## src/rtl/mode_sequencer_pkg.sv

```systemverilog
// Shared width helpers and legal parameter limits for mode_sequencer.
package mode_sequencer_pkg;

   localparam int MIN_MODES       = 2;
   localparam int MAX_MODES       = 16;
   localparam int MIN_AUTO_PERIOD = 2;

   function automatic int clog2(input int n);
      int w;
      w = 0;
      while ((1 << w) < n) w++;
      return w;
   endfunction

   // Width of a mode index; never narrower than one bit.
   function automatic int mode_width(input int num_modes);
      return (clog2(num_modes) < 1) ? 1 : clog2(num_modes);
   endfunction

   // Counter must hold 0..period-1.
   function automatic int cnt_width(input int period);
      return (clog2(period) < 1) ? 1 : clog2(period);
   endfunction

endpackage

```

## src/rtl/mode_sequencer_rise_detect.sv

```systemverilog
// Rising-edge detector; history resets high so a level already present at reset release is ignored.
module rise_detect (
   input  logic clk,
   input  logic rst_n,
   input  logic in,
   output logic rise
);

   logic hist_reg;

   always_ff @(posedge clk or negedge rst_n) begin
      if (!rst_n) hist_reg <= 1'b1;
      else        hist_reg <= in;
   end

   assign rise = in & ~hist_reg;

endmodule

```

## src/rtl/mode_sequencer.sv

```systemverilog
// Mode selector: manual next/prev edges, direct load, lock and timed auto-advance over NUM_MODES modes.
module mode_sequencer
   import mode_sequencer_pkg::*;
#(
   parameter  int NUM_MODES   = 2,
   parameter  int RESET_MODE  = 0,
   parameter  int AUTO_PERIOD = 100000000,
   localparam int MW          = mode_width(NUM_MODES)
) (
   input  logic                 clk,
   input  logic                 rst_n,
   input  logic                 next_in,
   input  logic                 prev_in,
   input  logic                 set_en,
   input  logic [MW-1:0]        set_mode,
   input  logic                 lock,
   input  logic                 auto_en,
   output logic [MW-1:0]        mode,
   output logic [NUM_MODES-1:0] mode_onehot,
   output logic                 mode_changed
);

   localparam int                   CW           = cnt_width(AUTO_PERIOD);
   localparam logic [MW-1:0]        LAST_MODE    = MW'(NUM_MODES - 1);
   localparam logic [MW-1:0]        RST_MODE     = MW'(RESET_MODE);
   localparam logic [CW-1:0]        CNT_LAST     = CW'(AUTO_PERIOD - 1);
   localparam logic [NUM_MODES-1:0] RESET_ONEHOT = {{(NUM_MODES-1){1'b0}}, 1'b1} << RESET_MODE;

   generate
      if (NUM_MODES < MIN_MODES || NUM_MODES > MAX_MODES) begin : g_bad_num_modes
         $error("mode_sequencer: NUM_MODES=%0d outside 2..16", NUM_MODES);
      end
      if (RESET_MODE < 0 || RESET_MODE >= NUM_MODES) begin : g_bad_reset_mode
         $error("mode_sequencer: RESET_MODE=%0d outside 0..NUM_MODES-1", RESET_MODE);
      end
      if (AUTO_PERIOD < MIN_AUTO_PERIOD) begin : g_bad_auto_period
         $error("mode_sequencer: AUTO_PERIOD=%0d below 2", AUTO_PERIOD);
      end
   endgenerate

   logic                 next_rise;
   logic                 prev_rise;
   logic [MW-1:0]        mode_reg;
   logic [MW-1:0]        mode_next;
   logic [MW-1:0]        mode_up;
   logic [MW-1:0]        mode_down;
   logic [CW-1:0]        cnt_reg;
   logic [CW-1:0]        cnt_next;
   logic [NUM_MODES-1:0] onehot_reg;
   logic [NUM_MODES-1:0] onehot_next;
   logic                 changed_reg;

   rise_detect u_next_rise (
      .clk  (clk),
      .rst_n(rst_n),
      .in   (next_in),
      .rise (next_rise)
   );

   rise_detect u_prev_rise (
      .clk  (clk),
      .rst_n(rst_n),
      .in   (prev_in),
      .rise (prev_rise)
   );

   assign mode_up   = (mode_reg == LAST_MODE) ? '0 : mode_reg + 1'b1;
   assign mode_down = (mode_reg == '0) ? LAST_MODE : mode_reg - 1'b1;

   // Counter defaults to clearing; only an idle auto-enabled cycle lets it advance.
   // A set_en strobe clears it even when its target is out of range.
   always_comb begin
      mode_next = mode_reg;
      cnt_next  = '0;
      if (lock) begin
         mode_next = mode_reg;
      end else if (set_en) begin
         if (int'(set_mode) < NUM_MODES) mode_next = set_mode;
      end else if (next_rise || prev_rise) begin
         if (next_rise && !prev_rise)      mode_next = mode_up;
         else if (prev_rise && !next_rise) mode_next = mode_down;
      end else if (auto_en) begin
         if (cnt_reg == CNT_LAST) mode_next = mode_up;
         else                     cnt_next  = cnt_reg + 1'b1;
      end
   end

   generate
      for (genvar gi = 0; gi < NUM_MODES; gi++) begin : g_onehot
         assign onehot_next[gi] = (mode_next == MW'(gi));
      end
   endgenerate

   always_ff @(posedge clk or negedge rst_n) begin
      if (!rst_n) begin
         mode_reg    <= RST_MODE;
         onehot_reg  <= RESET_ONEHOT;
         changed_reg <= 1'b0;
         cnt_reg     <= '0;
      end else begin
         mode_reg    <= mode_next;
         onehot_reg  <= onehot_next;
         changed_reg <= (mode_next != mode_reg);
         cnt_reg     <= cnt_next;
      end
   end

   assign mode         = mode_reg;
   assign mode_onehot  = onehot_reg;
   assign mode_changed = changed_reg;

endmodule
```

## config.mk

```make
export PLATFORM = sky130hd
export DESIGN_NAME = mode_sequencer
export DESIGN_NICKNAME = d
export VERILOG_FILES = /design/src/rtl/mode_sequencer_pkg.sv /design/src/rtl/mode_sequencer_rise_detect.sv /design/src/rtl/mode_sequencer.sv
export SDC_FILE = /design/constraint.sdc
export NUM_CORES = 1
export LEC_CHECK = 0
export BUFFER_PORTS_ARGS = -buffer_cell sky130_fd_sc_hd__buf_2
export CORE_UTILIZATION = 55
export DETAILED_ROUTE_END_ITERATION = 8
export PLACE_DENSITY = 0.75
export SLEW_MARGIN = 20
export SYNTH_ARGS = -nofsm -noshare
export SYNTH_HDL_FRONTEND = slang
export SYNTH_HIERARCHICAL = 1
export SYNTH_SLANG_ARGS = --single-unit
```

## constraint.sdc

```tcl
create_clock -name clk -period 3.76 [get_ports clk]
set_input_delay 0.376 -clock clk [delete_from_list [all_inputs] [get_ports clk]]
set_output_delay 0.376 -clock clk [all_outputs]
set_load 0.05 [all_outputs]
```

After elaboration in Yosys (flattened, before gate mapping) --
Cells that the tools add are included. W data, S select, Z words.
Cells by class: add/subtract/negate cells 3, equality and inequality tests 2, muxes and demuxes 14, bitwise logic cells 5, reductions and logical operators 5
Operators by type and width (count):
- $mux W27 | 5
- $add A27 B1 Y27 const B | 1
- $eq A27 B27 Y1 const B | 1
- $mux W1 | 9
- $not A1 Y1 | 3
- $and A1 B1 Y1 | 2
- $logic_and A1 B1 Y1 | 2
- $logic_not A1 Y1 | 2
- $add A1 B1 Y1 const B | 1
- $logic_or A1 B1 Y1 | 1
- $ne A1 B1 Y1 | 1
- $sub A1 B1 Y1 const B | 1
Word-level totals: register bits after elaboration 33, output and inout port bits 4, logic and storage cells 35

Logic depth before layout (Yosys ltp) --
Gate-level depths: netlist (run 1).
depth after elaboration 10, gate-level depth with buffers 7, gate-level depth less buffers 5

Hierarchy --
The synthesis (run 1) kept the hierarchy.
Modules (own cells, without submodules):
- mode_sequencer | times used 1, cells an instance 177, area each 1646.6 um^2, sequential area each 752.0 um^2
- rise_detect | times used 2, cells an instance 2, area each 40.0 um^2, sequential area each 26.3 um^2

Worst setup path before layout (run 1) --
OpenSTA, ideal clock, no wires.
path kind register to register, start point register cnt_reg[0], end point register cnt_reg[18], library setup time 0.077 ns, arrival time 1.752 ns, slack 1.930 ns, cell stages (with the launch flop) 7, cells stage by stage dfrtp_1 ha_1 and3_1 clkbuf_1 nand4_1 or4_1 a21oi_1
Between the ends: word-level cells in the longest chain between the ends 6
Ends and longest elaborated chain:
- start, declared | RTL line mode_sequencer.sv:47 | logic [CW-1:0] cnt_reg;
- start signal, assigned | RTL line mode_sequencer.sv:104 | cnt_reg <= cnt_next;
- $add A27 B1 Y27 / $eq A27 B27 Y1 (equally long branches) | RTL line mode_sequencer.sv:84, mode_sequencer.sv:83
- $mux W27 * | RTL line mode_sequencer.sv:83 | if (cnt_reg == CNT_LAST) mode_next = mode_up;
- $mux W27 * | RTL line mode_sequencer.sv:82 | end else if (auto_en) begin
- $mux W27 * | RTL line mode_sequencer.sv:79 | end else if (next_rise || prev_rise) begin
- $mux W27 * | RTL line mode_sequencer.sv:77 | end else if (set_en) begin
- $mux W27 * | RTL line mode_sequencer.sv:75 | if (lock) begin
- via cnt_next[18] | RTL line mode_sequencer.sv:48 | logic [CW-1:0] cnt_next;
The timed path passes the listed nets; every way through them passes the cells marked *.

Worst setup path after layout (run 1) --
start point register cnt_reg[4], end point register cnt_reg[7]
Same word-level chain as after synthesis.

==> results of run 1 <==
[routing by layer]
metal	vias to the layer above	GRT usage (%)	wire, um
met3	9	7.14	205
met2	45	41.2	1780
met5	-	0	0
met4	0	8.84	61
li1	694	-	-
met1	701	31.5	1520
[worst max path at each step]
stage,cells past startpoint,slack [ns],to,startpoint
final,4,1.57,cnt_reg[7],cnt_reg[4]
after floorplan,6,1.93,cnt_reg[18],cnt_reg[0]
after global placement,4,1.69,cnt_reg[13],cnt_reg[4]
after global routing,5,1.41,cnt_reg[12],cnt_reg[0]
after CTS,5,1.59,cnt_reg[7],cnt_reg[0]
after detailed placement,4,1.60,cnt_reg[7],cnt_reg[4]
[cells in the mapped netlist (all sizes together), types with 2 or more instances]
cell | n | area, sq um
or3 | 5 | 31.3
nor3 | 3 | 15.0
inv | 5 | 18.8
xnor2 | 6 | 52.6
nand2 | 13 | 48.8
a21oi | 14 | 70.1
and2 | 3 | 18.8
nand4 | 11 | 75.1
buf | 4 | 22.5
clkbuf | 4 | 15.0
o31ai | 9 | 67.6
and3 | 4 | 25.0
nor2b | 2 | 27.5
xor2 | 7 | 61.3
nor4 | 3 | 18.8
and4 | 4 | 36.3
o21ai | 6 | 30.0
nor2 | 15 | 56.3
dfstp | 3 | 78.8
dfrtp | 29 | 726
nand3 | 9 | 45.0
or4 | 11 | 82.6
nand2b | 2 | 12.5
[cell type report]
cell class                 count  area share [%]
sequential                    32            43.6
multi-input combinational    136            46.9
clock inverter                 2           0.543
tap                           31            2.10
timing repair buffer          11            2.99
inverter                       5            1.02
clock buffer                   6            2.78
[worst max-delay path: cells and delay by family, from the launching register on]
kind               cells  cell delay (ns)
and+or+nand+nor        3             1.01
DFF                    1             0.46
AOI/OAI and AO/OA      1             0.58
[metrics by stage]
step	util [%]	cells
floorplan	-	181
global placement	62.5	215
detailed placement	62.5	215
CTS	64.6	223
global route	64.6	223
finish	64.6	223
[layout by cell type, fill, tap and decap left out, types with 2 or more instances in the layout]
cell / synthesis / final
clkbuf_4: 0 / 5
clkinv_2: 0 / 2
inv_1: 5 / 5
and3_1: 4 / 4
buf_2: 3 / 11
o21ai_0: 6 / 6
and2_1: 3 / 3
nand2b_1: 2 / 2
o31ai_1: 9 / 9
xor2_1: 7 / 7
or3_1: 5 / 5
nor2b_4: 2 / 2
nor2_1: 15 / 15
or4_1: 11 / 11
a21oi_1: 14 / 14
dfstp_2: 3 / 3
dfrtp_1: 29 / 29
xnor2_1: 6 / 6
nand4_1: 10 / 10
nor3_1: 3 / 3
nand3_1: 9 / 9
nor4_1: 3 / 3
and4_1: 3 / 3
nand2_1: 13 / 13
[power by group through the flow]
stage | Clock, uW | Sequential [uW] | Combinational (uW)
after floorplan | 0 | 385 | 30.6
after global placement | 0 | 366 | 67.9
after detailed placement | 0 | 366 | 69.3
after CTS | 210 | 359 | 69.4
after global routing | 228 | 360 | 74.4
final | 209 | 359 | 68.6
[logic make-up after synthesis]
group,Yosys count,synth area share [%]
and+or+nand+nor,88,30.1
AOI/OAI and AO/OA,34,12.8
DFF,32,46.6
xor gates and xnor gates,13,6.59
buffers and inverters,13,3.26
adders and majority gates,1,0.725
==> impl_metrics.py, run 1 <==
metrics = {
    "layout": {
        "fin_nets": 200,
        "fin_area_sq_mm": 0.00184,
        "fill_cells": 243,
        "synthToLayoutAreaGrowth_pct": 6.81,
        "drive_gt1_share_pct": 14.6,
        "n_antenna_cell": 0,
        "seqCellArea_sq_um": 805,
        "multi_input_area_sq_um": 866,
        "largest_reg_flops": 27,
    },
    "status": {
        "violations": "DRC",
        "status": "finished, violations left",
    },
    "setup_path": {
        "crit_path_end_kind": "flip-flop",
        "rr_startpoint": "cnt_reg[4]",
        "cp_max_fo": 26,
        "rrSetupSlack_ns": 1.57,
        "cp_cell_sequence": "nand4_2 > or4_1 > o21bai_4 > nor2_1",
        "start_kind": "flip-flop",
        "rr_endpoint": "cnt_reg[7]",
        "worst-endpoint-arrival_ns": 2.39,
        "cp.required_ns": 3.96,
        "reg2reg_depth": 4,
        "slowest_stage": "or4_1",
        "critPathKind": "reg -> reg",
        "cpPeakStageDelay_ns": 0.69,
    },
    "clocking": {
        "cts_setup_buffers": 0,
        "h-tree-depth": 2,
        "clkSinkCount": 32,
        "clk_path_buf_depth": 2,
        "clk_latency_ns": 0.34,
        "cts_tree": "yes",
        "root_buffer": "clkbuf_4",
        "path_clk_slew_ns": 0.10,
        "numCtsBuffers": 5,
        "cts-resized-gates": 0,
        "cts_hold_buffers": 0,
    },
    "timing": {
        "final-setup-viol-count": 0,
        "max_clock_freq_ghz": 0.456,
        "slew_viol_final": 0,
        "worst_slack_ns": 1.57,
        "slew_headroom_pct": 54.4,
        "min_period_over_period_pct": 58.3,
        "hold_violations": 0,
        "fin_crit_ns": 2.19,
        "rsz0062_at_grt": "false",
        "worst_pin_slew_ns": 0.685,
        "whs_ns": 0.0647,
        "setup_tns_ns": 0,
        "fin_worst_skew_ns": 0.00365,
    },
    "synthesis": {
        "synth.avg_cell_area_sq_um": 9.54,
        "yosysWarnings": 6,
        "seq_area_frac_synth_pct": 46.6,
        "ys_ff_latch": 32,
        "synth_area_sq_mm": 0.00173,
        "synthArstFlopShare_pct": 100,
        "synth_edf_count": 0,
        "synth.distinct_cells": 35,
        "syn-instance-count": 181,
        "synth_ff_type": "dfrtp_1",
        "synth_nets": 190,
    },
    "power": {
        "switching_share_pct": 27.7,
        "p_leak_uw": 0.000705,
        "clock_power_share_pct": 32.8,
        "power_per_cell_area_mw_per_mm2": 345,
        "irDropWorstVdd_mv": 0.231,
        "p_int_uw": 461,
        "finalPower_uw": 637,
        "combinationalPowerShare_pct": 10.8,
        "p_seq_share_pct": 56.4,
        "net-switching-power_uw": 176,
    },
    "detailed_routing": {
        "drtIter0Drc": 89,
        "wl_per_cell_um": 16.0,
        "num_vias": 1449,
        "dr.pass1.iters": 6,
        "postRouteWirelength_mm": 3.57,
        "vias_per_cell": 6.50,
        "ant_nets": 0,
        "route.detailed.drc": 2,
    },
    "die": {
        "fp.coreArea_sq_mm": 0.00285,
        "die_height_um": 58.0,
        "die_w_um": 58.0,
        "fp-row-count": 19,
        "start_util_pct": 60.5,
        "die-area_sq_mm": 0.00337,
        "ios": 12,
    },
    "global_route": {
        "grt_max_degree": 33,
        "antenna_found_initial": 0,
        "overflow": 0,
        "grt_pass1_wl_mm": 6.29,
        "grt_usage_pct": 25.0,
        "grt_pass1_vias": 1416,
    },
    "placed_design": {
        "gp_congestion": 0.926,
        "io_buffers": 11,
        "place_ws_ns": 1.60,
        "placed_area_sq_mm": 0.00178,
        "place_hpwl_mm": 2.49,
    },
    "job": {
        "cap_violations": 0,
    },
    "hold_path": {
        "hp-class": "in -> async",
    },
}
No activity file was read; power rests on OpenSTA's default activity.
==> run 2, diff against run 1 <==
Clock period 3.76 ns to 2.05 ns, I/O delays scaled along.
==> run 2 against run 1 <==
  * The run still ends with DRC left
  * Critical path type unchanged
  * Cell area is 5.8% higher
  * First-iteration DRC count is 26% higher
  * Setup slack got worse by 1.4 ns
  * Largest cell class unchanged
  * Non-clock buffer count grew 10
  * Fmax increased by 15%
==> impl_metrics.py, run 2 (synthesis results as in run 1) <==
metrics = {
    "detailed_routing": {
        "vias_per_cell": 6.28,
        "wl_per_cell_um": 15.4,
        "num_vias": 1463,
        "route.detailed.drc": 2,
        "drtIter0Drc": 112,
        "postRouteWirelength_mm": 3.60,
        "dr.pass1.iters": 7,
        "ant_nets": 0,
    },
    "global_route": {
        "antenna_found_initial": 0,
        "grt_usage_pct": 25.5,
        "grt_pass1_wl_mm": 6.40,
        "grt_pass1_vias": 1475,
        "overflow": 0,
        "grt_max_degree": 33,
    },
    "layout": {
        "synthToLayoutAreaGrowth_pct": 13.0,
        "n_antenna_cell": 0,
        "drive_gt1_share_pct": 17.8,
        "final_common_cell": "dfrtp_1",
        "fin_nets": 210,
        "final_cell_mix": "dfrtp_1 (29), nor2_1 (15), a21oi_1 (14)",
        "largest_reg_flops": 27,
    },
    "setup_path": {
        "worst-endpoint-arrival_ns": 2.16,
        "rr_startpoint": "cnt_reg[4]",
        "crit_path_end_kind": "flip-flop",
        "cp.required_ns": 2.31,
        "start_kind": "flip-flop",
        "reg2reg_depth": 4,
        "rrSetupSlack_ns": 0.15,
        "rr_endpoint": "cnt_reg[24]",
        "cp_max_fo": 6,
        "crit_path_start": "cnt_reg[4]",
        "critPathKind": "reg -> reg",
    },
    "clocking": {
        "clkSinkCount": 32,
        "clk_latency_ns": 0.34,
        "cts_tree": "yes",
        "root_buffer": "clkbuf_4",
        "path_clk_slew_ns": 0.10,
        "numCtsBuffers": 5,
        "clk_path_buf_depth": 2,
        "h-tree-depth": 2,
    },
    "power": {
        "power_per_cell_area_mw_per_mm2": 649,
        "irDropWorstVdd_mv": 0.547,
        "p_leak_uw": 0.000759,
        "finalPower_uw": 1270,
    },
    "die": {
        "fp.coreArea_sq_mm": 0.00285,
        "die_w_um": 58.0,
        "die_height_um": 58.0,
        "ios": 12,
        "start_util_pct": 60.5,
        "die-area_sq_mm": 0.00337,
        "fp-row-count": 19,
    },
    "placed_design": {
        "io_buffers": 11,
        "gp_congestion": 0.788,
        "place_hpwl_mm": 2.56,
    },
    "job": {
        "cap_violations": 0,
    },
    "status": {
        "violations": "DRC",
        "status": "finished, violations left",
    },
    "timing": {
        "slew_headroom_pct": 54.5,
        "max_clock_freq_ghz": 0.526,
        "fin_worst_skew_ns": 0.0108,
        "min_period_over_period_pct": 92.8,
        "slew_viol_final": 0,
        "final-setup-viol-count": 0,
        "hold_violations": 0,
        "rsz0062_at_grt": "false",
        "fin_crit_ns": 1.90,
        "worst_pin_slew_ns": 0.682,
        "setup_tns_ns": 0,
    },
    "hold_path": {
        "holdPathStages": 2,
        "whs_endpoint": "mode_changed",
        "holdCritStartpoint": "lock",
        "hp-class": "in -> reg",
    },
}
run 2: changes by cell type in the layout (fill, tap and decap cells not counted):
cell and delta:
dlygate4sd3_1 +3, nor4b_2 +1, clkbuf_1 +1, nor4b_1 -1
bufinv_16 +1, or4_1 -1, or4_4 +1, buf_4 +7
clkbuf_8 -1, clkinv_2 -1
run 2: layout make-up:
class / count / area [sq um]
Fill cell: 217 / 901
Multi-Input combinational cell: 136 / 876
Sequential cell: 32 / 805
Timing Repair Buffer: 21 / 138
Clock buffer: 6 / 41.3
Tap cell: 31 / 38.8
Clock inverter: 2 / 35.0
Inverter: 5 / 18.8
run 2: where the power goes:
part	internal (uW)	total, uW	switching (uW)	leakage (uW)
clock	256	474	219	0.0000422
combinational	40.2	133	92.9	0.000284
sequential	647	660	12.5	0.000434
total	943	1270	324	0.000759
run 2: worst max-delay path, stage by stage (launching register included):
cell     delay (ns)
dfrtp_1        0.46
nand4_2        0.18
or4_4          0.62
or4_1          0.41
a21oi_1        0.16
run 2: what timing repair did:
| action | CTS | global route |
|---|---|---|
| endpoints found under the setup margin | 0 | 4 |
| setup buffers | 0 | 1 |
| endpoints found under the hold margin | 31 | 0 |
| gates resized for setup | 0 | 2 |
| hold buffers | 3 | 0 |
run 2: layer usage:
| metal | wire [um] | global-route usage [%] | part of all wire [%] | vias to the layer above |
|---|---|---|---|---|
| met2 | 1760 | 43.5 | 49 | 42 |
| met4 | 48 | 9.18 | 1.3 | 0 |
| met3 | 202 | 6.03 | 5.6 | 6 |
| met1 | 1580 | 31.5 | 44 | 707 |
| met5 | 0 | 0 | 0 | - |
| li1 | - | - | - | 708 |
run 2: how the worst max path moves through the flow:
stage                              end  slack [ns]  depth (start not counted)
after floorplan            cnt_reg[18]        0.22                          6
after CTS                  cnt_reg[24]        0.05                          4
final                      cnt_reg[24]        0.15                          4
after detailed placement   cnt_reg[24]        0.08                          5
after global routing      mode_changed       0.002                          4
after global placement     cnt_reg[24]        0.16                          4
run 2: metrics by stage:
step / area (sq um) / hold WS, ns / utilization (%) / setup slack, ns / cells
floorplan: 1730 / -0.0906 / - / 0.220 / 181
global placement: 1830 / 0.279 / 64.1 / 0.160 / 221
detailed placement: 1830 / 0.284 / 64.1 / 0.0783 / 221
CTS: 1930 / 0.0875 / 67.8 / 0.0456 / 232
global route: 1950 / 0.0943 / 68.4 / 0.00161 / 233
finish: 1950 / 0.0979 / 68.4 / 0.148 / 233
==> run 3, diff against run 2 <==
Settings changed: PLACE_DENSITY 0.75 to default, PLACE_DENSITY_LB_ADDON from default to 0.1.
==> run 3 against run 2 <==
  * The run still ends with DRC left
  * Die area is the same
  * Via count is 1.6% higher
  * Combinational power about the same
  * Highest routed layer unchanged
  * Core utilization increased by 1.1 points
  * Clock power increased by 15%
==> impl_metrics.py, run 3 (synthesis results as in run 1) <==
metrics = {
    "power": {
        "power_per_cell_area_mw_per_mm2": 675,
        "irDropWorstVdd_mv": 0.488,
        "p_leak_uw": 0.000777,
        "finalPower_uw": 1340,
    },
    "global_route": {
        "grt_max_degree": 33,
        "grt_pass1_wl_mm": 5.89,
        "grt_pass1_vias": 1365,
        "antenna_found_initial": 0,
        "overflow": 0,
        "grt_usage_pct": 23.5,
    },
    "timing": {
        "fin_worst_skew_ns": 0.00812,
        "slew_viol_final": 0,
        "worst_slack_ns": 0.132,
        "max_clock_freq_ghz": 0.521,
        "worst_pin_slew_ns": 0.699,
        "min_period_over_period_pct": 93.6,
        "final-setup-viol-count": 0,
        "fin_crit_ns": 1.92,
        "slew_headroom_pct": 53.4,
        "whs_ns": 0.0909,
        "hold_violations": 0,
    },
    "layout": {
        "fill_cells": 233,
        "final_cell_mix": "dfrtp_1 (29), nor2_1 (15), a21oi_1 (14)",
        "drive_gt1_share_pct": 18.2,
        "largest_reg_flops": 27,
        "final_common_cell": "dfrtp_1",
        "instances_no_fill": 234,
        "synthToLayoutAreaGrowth_pct": 14.9,
        "n_antenna_cell": 0,
        "fin_nets": 211,
    },
    "detailed_routing": {
        "dr.pass1.iters": 6,
        "num_vias": 1487,
        "route.detailed.drc": 2,
        "vias_per_cell": 6.35,
        "drtIter0Drc": 72,
        "wl_per_cell_um": 15.3,
        "postRouteWirelength_mm": 3.59,
        "ant_nets": 0,
    },
    "die": {
        "die-area_sq_mm": 0.00337,
        "start_util_pct": 60.5,
        "fp.coreArea_sq_mm": 0.00285,
        "die_height_um": 58.0,
        "fp-row-count": 19,
        "die_w_um": 58.0,
        "ios": 12,
    },
    "setup_path": {
        "rr_startpoint": "cnt_reg[4]",
        "worst-endpoint-arrival_ns": 2.17,
        "cp.required_ns": 2.30,
        "rrSetupSlack_ns": 0.13,
        "crit_path_end_kind": "flip-flop",
        "critPathKind": "reg -> reg",
        "reg2reg_depth": 4,
        "start_kind": "flip-flop",
        "cp_max_fo": 6,
        "rr_endpoint": "mode_changed",
    },
    "clocking": {
        "clk_latency_ns": 0.34,
        "clk_path_buf_depth": 2,
        "clkSinkCount": 32,
        "path_clk_slew_ns": 0.10,
        "numCtsBuffers": 5,
        "root_buffer": "clkbuf_4",
        "h-tree-depth": 2,
        "cts_tree": "yes",
    },
    "hold_path": {
        "whs_endpoint": "mode_changed",
        "hp-class": "in -> reg",
        "holdPathStages": 2,
        "holdCritStartpoint": "lock",
    },
    "placed_design": {
        "place_ws_ns": 0.0930,
        "place_hpwl_mm": 2.47,
        "io_buffers": 11,
        "dp_cells": 221,
        "gp_congestion": 0.810,
    },
    "job": {
        "cap_violations": 0,
    },
    "status": {
        "status": "finished, violations left",
        "violations": "DRC",
    },
}
[run 3: through the flow]
stage          area, sq um  setup TNS [ns]  util, %
2_1_floorplan         1730               0        -
3_3_place_gp          1840               0     64.5
3_5_place_dp          1840               0     64.5
4_1_cts               1970               0     68.9
5_1_grt               1980         -0.0231     69.6
6_report              1980               0     69.6
[run 3: how the worst max path moves through the flow]
stage          startpoint  cells past startpoint            to
2_1_floorplan  cnt_reg[0]                      6   cnt_reg[18]
3_3_place_gp   cnt_reg[4]                      4   cnt_reg[26]
3_5_place_dp   cnt_reg[0]                      5   cnt_reg[26]
4_1_cts        cnt_reg[0]                      5   cnt_reg[26]
5_1_grt        cnt_reg[4]                      4  mode_changed
6_report       cnt_reg[4]                      4  mode_changed
[run 3: repair_timing]
action | 4_1_cts | 5_1_grt
hold endpoints to repair | 31 | 0
setup endpoints to repair | 0 | 3
buffers inserted | 0 | 2
hold buffers | 3 | 0
gates resized for setup | 0 | 1
[run 3: routing by layer]
metal | GRT usage, % | wire length, um | vias up
met4 | 8.50 | 59 | 0
met5 | 0 | 0 | -
met2 | 38.4 | 1730 | 33
met3 | 7.81 | 204 | 6
li1 | - | - | 718
met1 | 29.0 | 1590 | 730
[run 3: power breakdown]
group	total [uW]	leakage (uW)	switching, uW	internal, uW
Sequential	659	0.000434	11.7	647
Clock	546	0.0000515	222	324
Combinational	134	0.000292	92.6	41.8
Total	1340	0.000777	327	1010
[run 3: layout make-up]
type                    instances  area, sq um  area share [%]
well taps                      31         38.8            1.95
flip-flops and latches         32          805            40.5
repair buffers                 22          158            7.94
multi-input cells             136          870            43.8
clock buffers                   7         65.1            3.28
clock inverters                 1         30.0            1.51
inverters                       5         18.8           0.946
[run 3: worst max-delay path, cell delays in order, from the launching register on]
cell      delay [ns]
dfrtp_1         0.46
nand4_2         0.17
nor4_1          0.62
nand4_1         0.27
a211oi_1        0.31
